`config.mk`:
```
export PLATFORM = sky130hd
export DESIGN_NAME = bank_stream_reader
export DESIGN_NICKNAME = d
export VERILOG_FILES = /design/src/rtl/bank_stream_reader.sv
export SDC_FILE = /design/constraint.sdc
export NUM_CORES = 1
export LEC_CHECK = 0
export BUFFER_PORTS_ARGS = -buffer_cell sky130_fd_sc_hd__buf_2
export CAP_MARGIN = 40
export CORE_ASPECT_RATIO = 1.25
export CORE_UTILIZATION = 47
export CTS_CLUSTER_DIAMETER = 50
export DETAILED_ROUTE_END_ITERATION = 7
export PLACE_DENSITY = 0.77
export SETUP_SLACK_MARGIN = 0.1
export SYNTH_ARGS = -nofsm -noshare
export SYNTH_HDL_FRONTEND = slang
export SYNTH_SLANG_ARGS = --single-unit
```
`constraint.sdc`:
```
create_clock -name clk -period 3.7 [get_ports clk]
set_input_delay 0.185 -clock clk [delete_from_list [all_inputs] [get_ports clk]]
set_output_delay 0.185 -clock clk [all_outputs]
set_load 0.005 [all_outputs]
```
`src/rtl/bank_stream_reader.sv`:
```
// rtl/bank_stream_reader.sv - banked operand memory read initiator with valid/ready row output
module bank_stream_reader #(
    parameter int NUM_RAMS = 2,
    parameter int A_WID    = 10,
    parameter int D_WID    = 32
) (
    input  logic                clk,
    input  logic                rst,
    input  logic                cmd_valid,
    output logic                cmd_ready,
    input  logic [A_WID-1:0]    cmd_base,
    input  logic [A_WID:0]      cmd_len,
    output logic [NUM_RAMS-1:0] enb,
    output logic [NUM_RAMS-1:0] web,
    output logic [A_WID-1:0]    addrb [NUM_RAMS],
    output logic [D_WID-1:0]    dinb [NUM_RAMS],
    input  logic [D_WID-1:0]    doutb [NUM_RAMS],
    output logic                out_valid,
    input  logic                out_ready,
    output logic [D_WID-1:0]    out_data [NUM_RAMS],
    output logic                out_last,
    output logic                done
);

    localparam logic [1:0] S_IDLE  = 2'd0;
    localparam logic [1:0] S_READ  = 2'd1;
    localparam logic [1:0] S_DRAIN = 2'd2;
    localparam logic [A_WID:0] ONE_ROW = {{A_WID{1'b0}}, 1'b1};

    logic [1:0]       state;
    logic [A_WID-1:0] addr_ctr;
    logic [A_WID-1:0] last_addr;
    logic [A_WID:0]   issue_rem;
    logic [A_WID:0]   out_rem;
    logic             infl;
    logic [1:0]       occ;
    logic             wr_ptr;
    logic             rd_ptr;
    logic [D_WID-1:0] buf_data [2][NUM_RAMS];

    logic       accept;
    logic       pop;
    logic       issue;
    logic [2:0] pending;

    // A read issued now lands in the buffer one cycle later; count it against space now.
    always_comb begin
        accept  = cmd_valid & cmd_ready;
        pop     = out_valid & out_ready;
        pending = {1'b0, occ} + {2'b00, infl} - {2'b00, pop};
        issue   = (state == S_READ) && (issue_rem != '0) && (pending < 3'd2);
    end

    assign cmd_ready = (state == S_IDLE) && !rst;
    assign out_valid = (occ != 2'd0);
    assign out_last  = out_valid && (out_rem == ONE_ROW);

    for (genvar i = 0; i < NUM_RAMS; i++) begin : g_bank
        assign enb[i]      = issue;
        assign web[i]      = 1'b0;
        assign addrb[i]    = issue ? addr_ctr : last_addr;
        assign dinb[i]     = '0;
        assign out_data[i] = buf_data[rd_ptr][i];
    end

    always_ff @(posedge clk or posedge rst) begin
        if (rst) begin
            state     <= S_IDLE;
            addr_ctr  <= '0;
            last_addr <= '0;
            issue_rem <= '0;
            out_rem   <= '0;
            infl      <= 1'b0;
            occ       <= 2'd0;
            wr_ptr    <= 1'b0;
            rd_ptr    <= 1'b0;
            done      <= 1'b0;
        end else begin
            done <= 1'b0;
            infl <= issue;
            case (state)
                S_IDLE: begin
                    if (accept) begin
                        addr_ctr  <= cmd_base;
                        issue_rem <= cmd_len;
                        out_rem   <= cmd_len;
                        if (cmd_len != '0) state <= S_READ;
                        else done <= 1'b1;
                    end
                end
                S_READ: begin
                    if (issue && issue_rem == ONE_ROW) state <= S_DRAIN;
                end
                S_DRAIN: begin
                    if (pop && out_rem == ONE_ROW) begin
                        state <= S_IDLE;
                        done  <= 1'b1;
                    end
                end
                default: state <= S_IDLE;
            endcase
            if (issue) begin
                addr_ctr  <= addr_ctr + 1'b1;
                last_addr <= addr_ctr;
                issue_rem <= issue_rem - 1'b1;
            end
            if (infl) wr_ptr <= ~wr_ptr;
            if (pop) begin
                rd_ptr  <= ~rd_ptr;
                out_rem <= out_rem - 1'b1;
            end
            occ <= occ + {1'b0, infl} - {1'b0, pop};
        end
    end

    // Row storage needs no reset: occupancy alone says which entries are live.
    always_ff @(posedge clk) begin
        if (infl) begin
            for (int i = 0; i < NUM_RAMS; i++) buf_data[wr_ptr][i] <= doutb[i];
        end
    end

endmodule

```
-- Word-level counts from Yosys, hierarchy flattened
Memory sizes are Yosys's and may differ from the RTL's.
Cells that the tools add are included.
- output and inout port bits: 156
- memories kept: 1
- bits in latches: 0
- memory bits (writable): 128
- input port bits: 89
- bits in registers: 50
- bits in read-only memories: 0
- word-level logic and storage cells: 68
- memories (memory ; depth ; bits a word ; rd ports ; clocked after memory_dff ; write ports ; RTL line ; RTL):
    buf_data ; 2 ; 64 ; 1 ; 0 ; 1 ; 39 ; logic [D_WID-1:0] buf_data [2][NUM_RAMS];
- bitwise operators: 4
- shifts and indexed selects: 0
- div/mod/pow operators: 0
- mux-type cells: 19
- eq/ne operators: 8
- reduce and logical (&&, ||, !) cells: 18
- order comparisons: 1
- add/subtract/negate cells: 7
- multipliers: 0
- operator list (operator ; number):
    11-bit two-way mux ; 4
    10-bit two-way mux ; 4
    11-bit by 1-bit equality test with 1-bit output, second input constant ; 2
    11-bit nonzero test ; 2
    11-bit by 1-bit subtractor with 11-bit output, second input constant ; 2
    10-bit by 1-bit adder with 10-bit output, second input constant ; 1
    2-bit nonzero test ; 5
    2-bit two-way mux ; 4
    1-bit logical AND ; 6
    2-bit one-hot mux with 3 select lines ; 1
    1-bit two-way mux ; 5
    2-bit by 1-bit inequality test with 1-bit output, second input constant ; 2
    2-bit inequality test, second input constant ; 2
    2-bit AND reduction ; 2
    4-bit AND reduction ; 1
    2-bit by 1-bit adder with 3-bit output ; 1
    3-bit by 2-bit less-than comparator with 1-bit output, second input constant ; 1
    3-bit by 1-bit subtractor with 3-bit output ; 1
    2-bit by 1-bit adder with 2-bit output ; 1
    1-bit AND ; 2
    2-bit by 1-bit equality test with 1-bit output, second input constant ; 1
    2-bit equality test, second input constant ; 1
    2-bit zero test ; 1
    1-bit inverter ; 2
    3 further kinds ; 3

-- Depth between registers and ports, before layout
Gate-level depths: netlist of run 1.
- word-level depth: 8
- gate-level depth with buffers: 12
- depth with buffers taken out: 10

-- Worst setup path before layout of run 1
Ideal clock, no wire load.
- kind: register to register
- start point: reg wr_ptr
- end point: mem buf_data[0][0] (netlist bit) (enable)
- period minus slack after synthesis: 3741 ps
- data required time: 3206 ps
- setup time: 494 ps
- buffers on the path: 0
- slack: -41 ps
- cell stages (with the launch flop): 2
- data arrival time: 3247 ps
- path through: dfrtp_1 nor2b_1
- RTL lines (what ; RTL line ; RTL):
    from (decl) ; 37 ; logic wr_ptr;
    from (signal assigned) ; 107 ; if (infl) wr_ptr <= ~wr_ptr;
    to (decl) ; 39 ;
Straight into the memory's write port.

==> run_results.csv, run 1 <==
group,metric,value,unit
status,outcome,"complete, no violations",
place,post-place-ws,0.833,ns
critical_path,crit_buf_inv,3,
pwr,p_per_area,733,mW/mm²
critical_path,worstSetupEndpointType,"output pin",
floorplan,fp.dieArea,0.0175,mm²
place,portBuffers,178,
clock_tree,clock-sinks,178,
sta,slew_headroom,43.1,%
logic_synthesis,synth-edff-count,128,
finish,drive_gt1_share,38.0,%
place,placed_cells,936,
clock_tree,root_buffer,"clkbuf_16",
logic_synthesis,synth_top_cells_by_count,"edfxtp_1 (128), buf_4 (78), mux2_2 (74), dfrtp_1 (50), nand2_1 (31)",
critical_path,crit_fanout,17,
logic_synthesis,async_reset_ff_share,28.1,%
logic_synthesis,yosys.area.top_type,"edfxtp_1",
floorplan,die_w,119,µm
logic_synthesis,synthMuxAreaShare,10.7,%
sta,tightest_slew,0.853,ns
sta,fin_crit,3.15,ns
clock_tree,clk_path_buf_depth,2,
global_route,grt_pass1_vias,5337,
sta,fmax,0.318,GHz
job,maxCapViolCount,0,
critical_path,start_kind,"register",
global_route,grt_max_degree,65,
logic_synthesis,synth_top_cell_area_share,48.1,%
logic_synthesis,netlist_area,0.00799,mm²
pwr,p_leak,4.11,nW
clock_tree,clk_pin_slew_worst_paths,0.07,ns
logic_synthesis,avgSynthCellArea,14.2,µm²
routing,ant_nets,0,
logic_synthesis,ys_seq_area_share,63.8,%
logic_synthesis,synth_compound_area_share,6.66,%
critical_path,path_class,"reg -> out",
clock_tree,cts-buffers-inserted,17,
routing,wl_met2,9.00,mm
logic_synthesis,synth.area.top_cells,"edfxtp_1 (48%), dfrtp_1 (16%), mux2_2 (10%)",
routing,vias,5299,
sta,hold_violations,0,
floorplan,fp.dieH,148,µm
global_route,grt_pass1_wl,27.2,mm
sta,setup_viol,0,
logic_synthesis,synthAdderAreaFrac,1.19,%
routing,wl,17.1,mm
critical_path,cp_data_arrival_time,2.96,ns
routing,wl_met3,1.09,mm
logic_synthesis,synthSimpleGateAreaFrac,8.38,%
floorplan,core,0.0164,mm²
floorplan,start_util,48.7,%
critical_path,crit_path_frequent_cell,"buf_4",
critical_path,required,3.51,ns
routing,top_layer,"met4",
floorplan,io-pin-count,245,
logic_synthesis,syn_inst,564,
global_route,grt-ovfl-total,0,
logic_synthesis,ys_warn_count,0,
logic_synthesis,synth_ff_type,"edfxtp_1",
routing,drt-met1-wl,6.84,mm
routing,dr.pass1.iters,4,
logic_synthesis,synth_top_family_by_area,"multiplexers",
global_route,antenna_found_initial,0,
sta,fin_ws,0.554,ns
routing,drc_errors,0,
sta,rsz0062_at_grt,"false",
clock_tree,cts-resized-gates,0,
clock_tree,cts_tree,"built",
logic_synthesis,ys_types,59,
finish,fin_cells,1038,
logic_synthesis,yosys.cell_count.top_type,"edfxtp_1",
critical_path,slowest_delay,0.44,ns
critical_path,path_delay_family,"buffers and inverters",
sta,maxSlewViolCount,0,
clock_tree,h-tree-depth,4,
critical_path,crit_chain,"o21ai_1, buf_4, nor2_1, fa_1, xnor2_1, and3_1, buf_4, nand2_8, mux2_2, buf_2",
critical_path,cp_slowest_cell,"dfrtp_1",
sta,fin_skew,0.0127,ns
sta,finalSetupTns,0,ns
routing,wl_per_cell,16.5,µm
place,gp_congestion,0.867,
logic_synthesis,ys_ff_latch,178,
routing,via_per_inst,5.11,
finish,area_growth,26.7,%
logic_synthesis,synth_xor_area_share,0.329,%
clock_tree,clk_latency,0.42,ns
place,dpl.hpwl,11.4,mm
routing,drt-initial-drc-count,327,
worst_hold_path,hold_class,"in -> reg",
global_route,groute.usage.overall,20.0,%
pwr,ir_worst_vdd,0.463,mV
finish,final_nets,904,
sta,fin_crit_sh,85.0,%
floorplan,row_count,52,
-- worst min-delay path: stages --
cell,delay [ns]
buf_2,0.08
nand2_1,0.05
o311ai_0,0.08
-- state kept, by name (all words and copies together) (netlist names) --
name       cells
buf_data     128
issue_rem     11
out_rem       11
addr_ctr      10
last_addr     10
occ            2
state          2
done           1
infl           1
rd_ptr         1
wr_ptr         1
-- layout make-up --
cell class / instances / area (µm²)
diodes: 1 / 2.50
clock inverters: 14 / 139
well taps: 216 / 270
clock buffers: 18 / 429
inverters: 10 / 40.0
multi-input cells: 344 / 2440
repair buffers: 257 / 1700
flip-flops and latches: 178 / 5100
fillers: 1248 / 6280
-- what timing repair did --
item,in CTS,in global routing
hold buffers,69,0
hold endpoints to repair,148,0
setup buffers,0,0
-- cell usage in the layout (no fill, tap or decap), types with 11 or more instances in the layout --
| master | count |
|---|---|
| buf_2 | 178 |
| clkbuf_16 | 17 |
| conb_1 | 66 |
| dfrtp_1 | 49 |
| dlygate4sd3_1 | 69 |
| edfxtp_1 | 128 |
| mux2_2 | 74 |
| nand2_1 | 31 |
| nand3_1 | 16 |
| nor2_1 | 18 |
| nor3_1 | 11 |
| o211ai_1 | 11 |
-- logic make-up (layout without fill, tap and decap cells) --
group	Yosys count	after routing
buffers and inverters	107	299
AOI/OAI and AO/OA	68	68
xor gates and xnor gates	3	3
muxes	76	76
DFF	178	178
and+or+nand+nor	124	124
other	1	67
adders and majority gates	7	7
-- worst paths after layout --
path | slack, ns | cells past startpoint | endpoint | startpoint
min in group asynchronous | 0.33 | 3 | last_addr[5] | rst
max in group asynchronous | 2.85 | 4 | rd_ptr | rst
max reg2reg | 0.79 | 8 | issue_rem[4] | occ[1]
min reg2reg | 0.50 | 1 | last_addr[8] | last_addr[8]
max | 0.55 | 10 | addrb[4] | occ[1]
min | 0.03 | 3 | addr_ctr[5] | cmd_base[5]
-- power breakdown --
part           total [mW]  switching, mW  internal, mW
Clock                1.69          0.802         0.892
Sequential           3.05          0.355          2.69
Combinational        2.68           1.37          1.31
-- stage by stage --
step	hold WS [ns]	total power, mW	utilization (%)	area, µm²
global placement	0.372	5.61	53.7	8810
finish	0.0328	7.42	61.7	10100
global route	0.0198	7.86	61.7	10100
CTS	0.00448	7.47	61.7	10100
floorplan	0.284	4.92	-	8230
detailed placement	0.235	5.69	54.0	8860
-- layer usage --
metal | up-vias | global-route usage [%]
met5 | - | 0
met4 | 0 | 5.44
met3 | 17 | 5.94
met2 | 210 | 35.1
met1 | 2594 | 23.8
li1 | 2478 | -
Note: power is estimated with default switching activity, not from simulation.
==> run 2, diff against run 1 <==
--- a/config.mk
+++ b/config.mk
@@ -8,10 +8,12 @@
 export BUFFER_PORTS_ARGS = -buffer_cell sky130_fd_sc_hd__buf_2
 export CAP_MARGIN = 40
 export CORE_ASPECT_RATIO = 1.25
-export CORE_UTILIZATION = 47
+export CORE_UTILIZATION = 48
+export CTS_BUF_LIST = sky130_fd_sc_hd__clkbuf_8
 export CTS_CLUSTER_DIAMETER = 50
+export CTS_CLUSTER_SIZE = 14
 export DETAILED_ROUTE_END_ITERATION = 7
-export PLACE_DENSITY = 0.77
+export PLACE_DENSITY = 0.78
 export SETUP_SLACK_MARGIN = 0.1
 export SYNTH_ARGS = -nofsm -noshare
 export SYNTH_HDL_FRONTEND = slang
==> run 2 against run 1 <==
Setup slack got worse by 0.14 ns. Core utilization about the same. Combinational power about the same. Design area fell by 0.77%. Via count grew 2.5%. Clock-buffer cell count is 1 lower. Maximum frequency down 4.3%. Register-to-register slack worse by 0.09 ns. Critical endpoint is now addrb[3]. Largest power group unchanged.
==> run_results.csv, run 2 (synthesis results as in run 1) <==
group,metric,value,unit
clock_tree,clock-sinks,178,
finish,seq_area,0.00510,mm²
critical_path,path_delay_family,"buffers and inverters",
routing,drt-initial-drc-count,355,
critical_path,timing.rr.end,"issue_rem[4]",
floorplan,core,0.0163,mm²
floorplan,die_w,117,µm
critical_path,path_class,"reg -> out",
clock_tree,root_buffer,"clkbuf_8",
sta,fin_crit_sh,88.9,%
routing,drc_errors,0,
finish,regMostFlops,"buf_data",
global_route,antenna_found_initial,0,
global_route,groute.usage.overall,20.1,%
floorplan,fp.dieArea,0.0172,mm²
place,portBuffers,178,
place,dpl.hpwl,11.2,mm
clock_tree,clk_path_buf_depth,2,
finish,multi_input_area,0.00244,mm²
floorplan,row_count,52,
place,place_area,0.00884,mm²
routing,via_per_inst,5.19,
finish,final_nets,914,
job,maxCapViolCount,0,
sta,tightest_slew,0.802,ns
critical_path,reg2regPathDepth,10,
clock_tree,cts_tree,"built",
critical_path,worstSetupEndpointType,"output pin",
place,gp_congestion,0.855,
sta,finalSetupTns,0,ns
routing,wl_per_cell,16.5,µm
sta,setup_viol,0,
routing,dr.pass1.iters,5,
clock_tree,clk_pin_slew_worst_paths,0.10,ns
routing,wl,17.3,mm
clock_tree,post_cts_buffers,0,
floorplan,io-pin-count,245,
finish,final_area,0.0100,mm²
sta,maxSlewViolCount,0,
critical_path,cp_data_arrival_time,3.10,ns
sta,fmax,0.304,GHz
routing,ant_nets,0,
global_route,grt_pass1_vias,5216,
critical_path,required,3.51,ns
pwr,p_leak,4.09,nW
finish,drive_gt1_share,37.4,%
critical_path,crit_chain,"o21ai_1, buf_4, mux2i_1, ha_1, inv_1, fa_1, xnor2_1, and3_1, buf_4, nand2_8, mux2_2, buf_2",
finish,top_regs,"buf_data x128, issue_rem x11, out_rem x11",
pwr,ir_worst_vdd,0.673,mV
sta,slew_headroom,46.5,%
critical_path,slowest_delay,0.46,ns
finish,largest_reg_flops,128,
sta,fin_skew,0.0149,ns
worst_hold_path,hold_class,"in -> reg",
worst_hold_path,hold_path_depth,3,
status,outcome,"complete, no violations",
sta,rsz0062_at_grt,"false",
critical_path,crit_buf_inv,4,
global_route,grt_pass1_wl,26.9,mm
floorplan,fp.dieH,146,µm
critical_path,r2r_slack,0.70,ns
clock_tree,h-tree-depth,4,
worst_hold_path,min_to,"out_rem[7]",
global_route,grt-ovfl-total,0,
pwr,p_per_area,702,mW/mm²
critical_path,reg2reg_from,"occ[1]",
finish,layout_commonest_cell,"buf_2",
critical_path,start_kind,"register",
critical_path,cp_slowest_cell,"dfrtp_1",
finish,area_growth,25.7,%
sta,hold_violations,0,
worst_hold_path,min_from,"cmd_len[7]",
sta,fin_crit,3.29,ns
finish,layout_common_cells,"buf_2 (178), edfxtp_1 (128), dlygate4sd3_1 (80), mux2_2 (74), conb_1 (66)",
finish,fill_cells,1219,
clock_tree,cts-resized-gates,0,
finish,antenna_cells,0,
floorplan,start_util,49.1,%
clock_tree,clk_latency,0.45,ns
routing,vias,5432,
clock_tree,cts-buffers-inserted,17,
critical_path,crit_path_frequent_cell,"buf_4",
global_route,grt_max_degree,45,
critical_path,crit_fanout,17,
[run 2: cell count changes in the layout (fill, tap and decap cells not counted), sizes merged]
cell,change
clkinvlp,-2
diode,-1
dlygate4sd3,+11
buf,-1
inv,+2
clkbuf,-1
bufinv,+1
[run 2: worst max path at each step]
| stage | startpoint | endpoint | slack (ns) | cells past startpoint |
|---|---|---|---|---|
| 2_1_floorplan | occ[1] | addrb[15] | 0.72 | 11 |
| 3_3_place_gp | occ[1] | issue_rem[4] | 0.78 | 10 |
| 3_5_place_dp | occ[1] | issue_rem[4] | 0.73 | 10 |
| 4_1_cts | occ[1] | addrb[3] | 0.38 | 12 |
| 5_1_grt | occ[1] | addrb[19] | 0.23 | 12 |
| 6_report | occ[1] | addrb[3] | 0.41 | 12 |
[run 2: repair_timing]
action,CTS,global route
hold endpoints to repair,166,0
hold buffers,80,0
endpoints found under the setup margin,0,0
[run 2: metrics by stage]
stage               power (mW)  setup WS, ns  util [%]  hold slack, ns  cells
finish                    7.05         0.412      61.7          0.0317   1047
global route              7.46         0.227      61.7          0.0192   1047
CTS                       7.07         0.381      61.7       0.0000435   1047
detailed placement        5.69         0.728      54.4           0.279    935
global placement          5.62         0.778      54.2           0.373    934
floorplan                 4.92         0.724         -           0.284    629
[run 2: worst reg2reg max path: stages, from the launching register on]
cell	delay, ns
dfrtp_1	0.46
o21ai_1	0.08
buf_4	0.19
mux2i_1	0.14
ha_1	0.16
inv_1	0.04
fa_1	0.38
xnor2_1	0.19
nand3_1	0.49
o311a_1	0.52
a211o_1	0.26
[run 2: cell type report]
cell class | count | share of cell area, %
multi-input cells | 344 | 24.3
flip-flops and latches | 178 | 50.7
clock buffers | 17 | 2.33
well taps | 216 | 2.69
clock inverters | 15 | 1.63
repair buffers | 267 | 17.9
inverters | 10 | 0.399
[run 2: power by group]
group / internal (mW) / leakage (nW) / switching, mW
registers: 2.69 / 1.78 / 0.385
logic: 1.31 / 2.10 / 1.34
clock network: 0.565 / 0.203 / 0.755
[run 2: layer usage]
metal  track usage, %  vias up  wire length [µm]
met5                0        -                 0
met4             7.47        0               345
met3             5.43       29              1170
met2             34.0      245              8910
met1             24.5     2666              6880
li1                 -     2492                 -
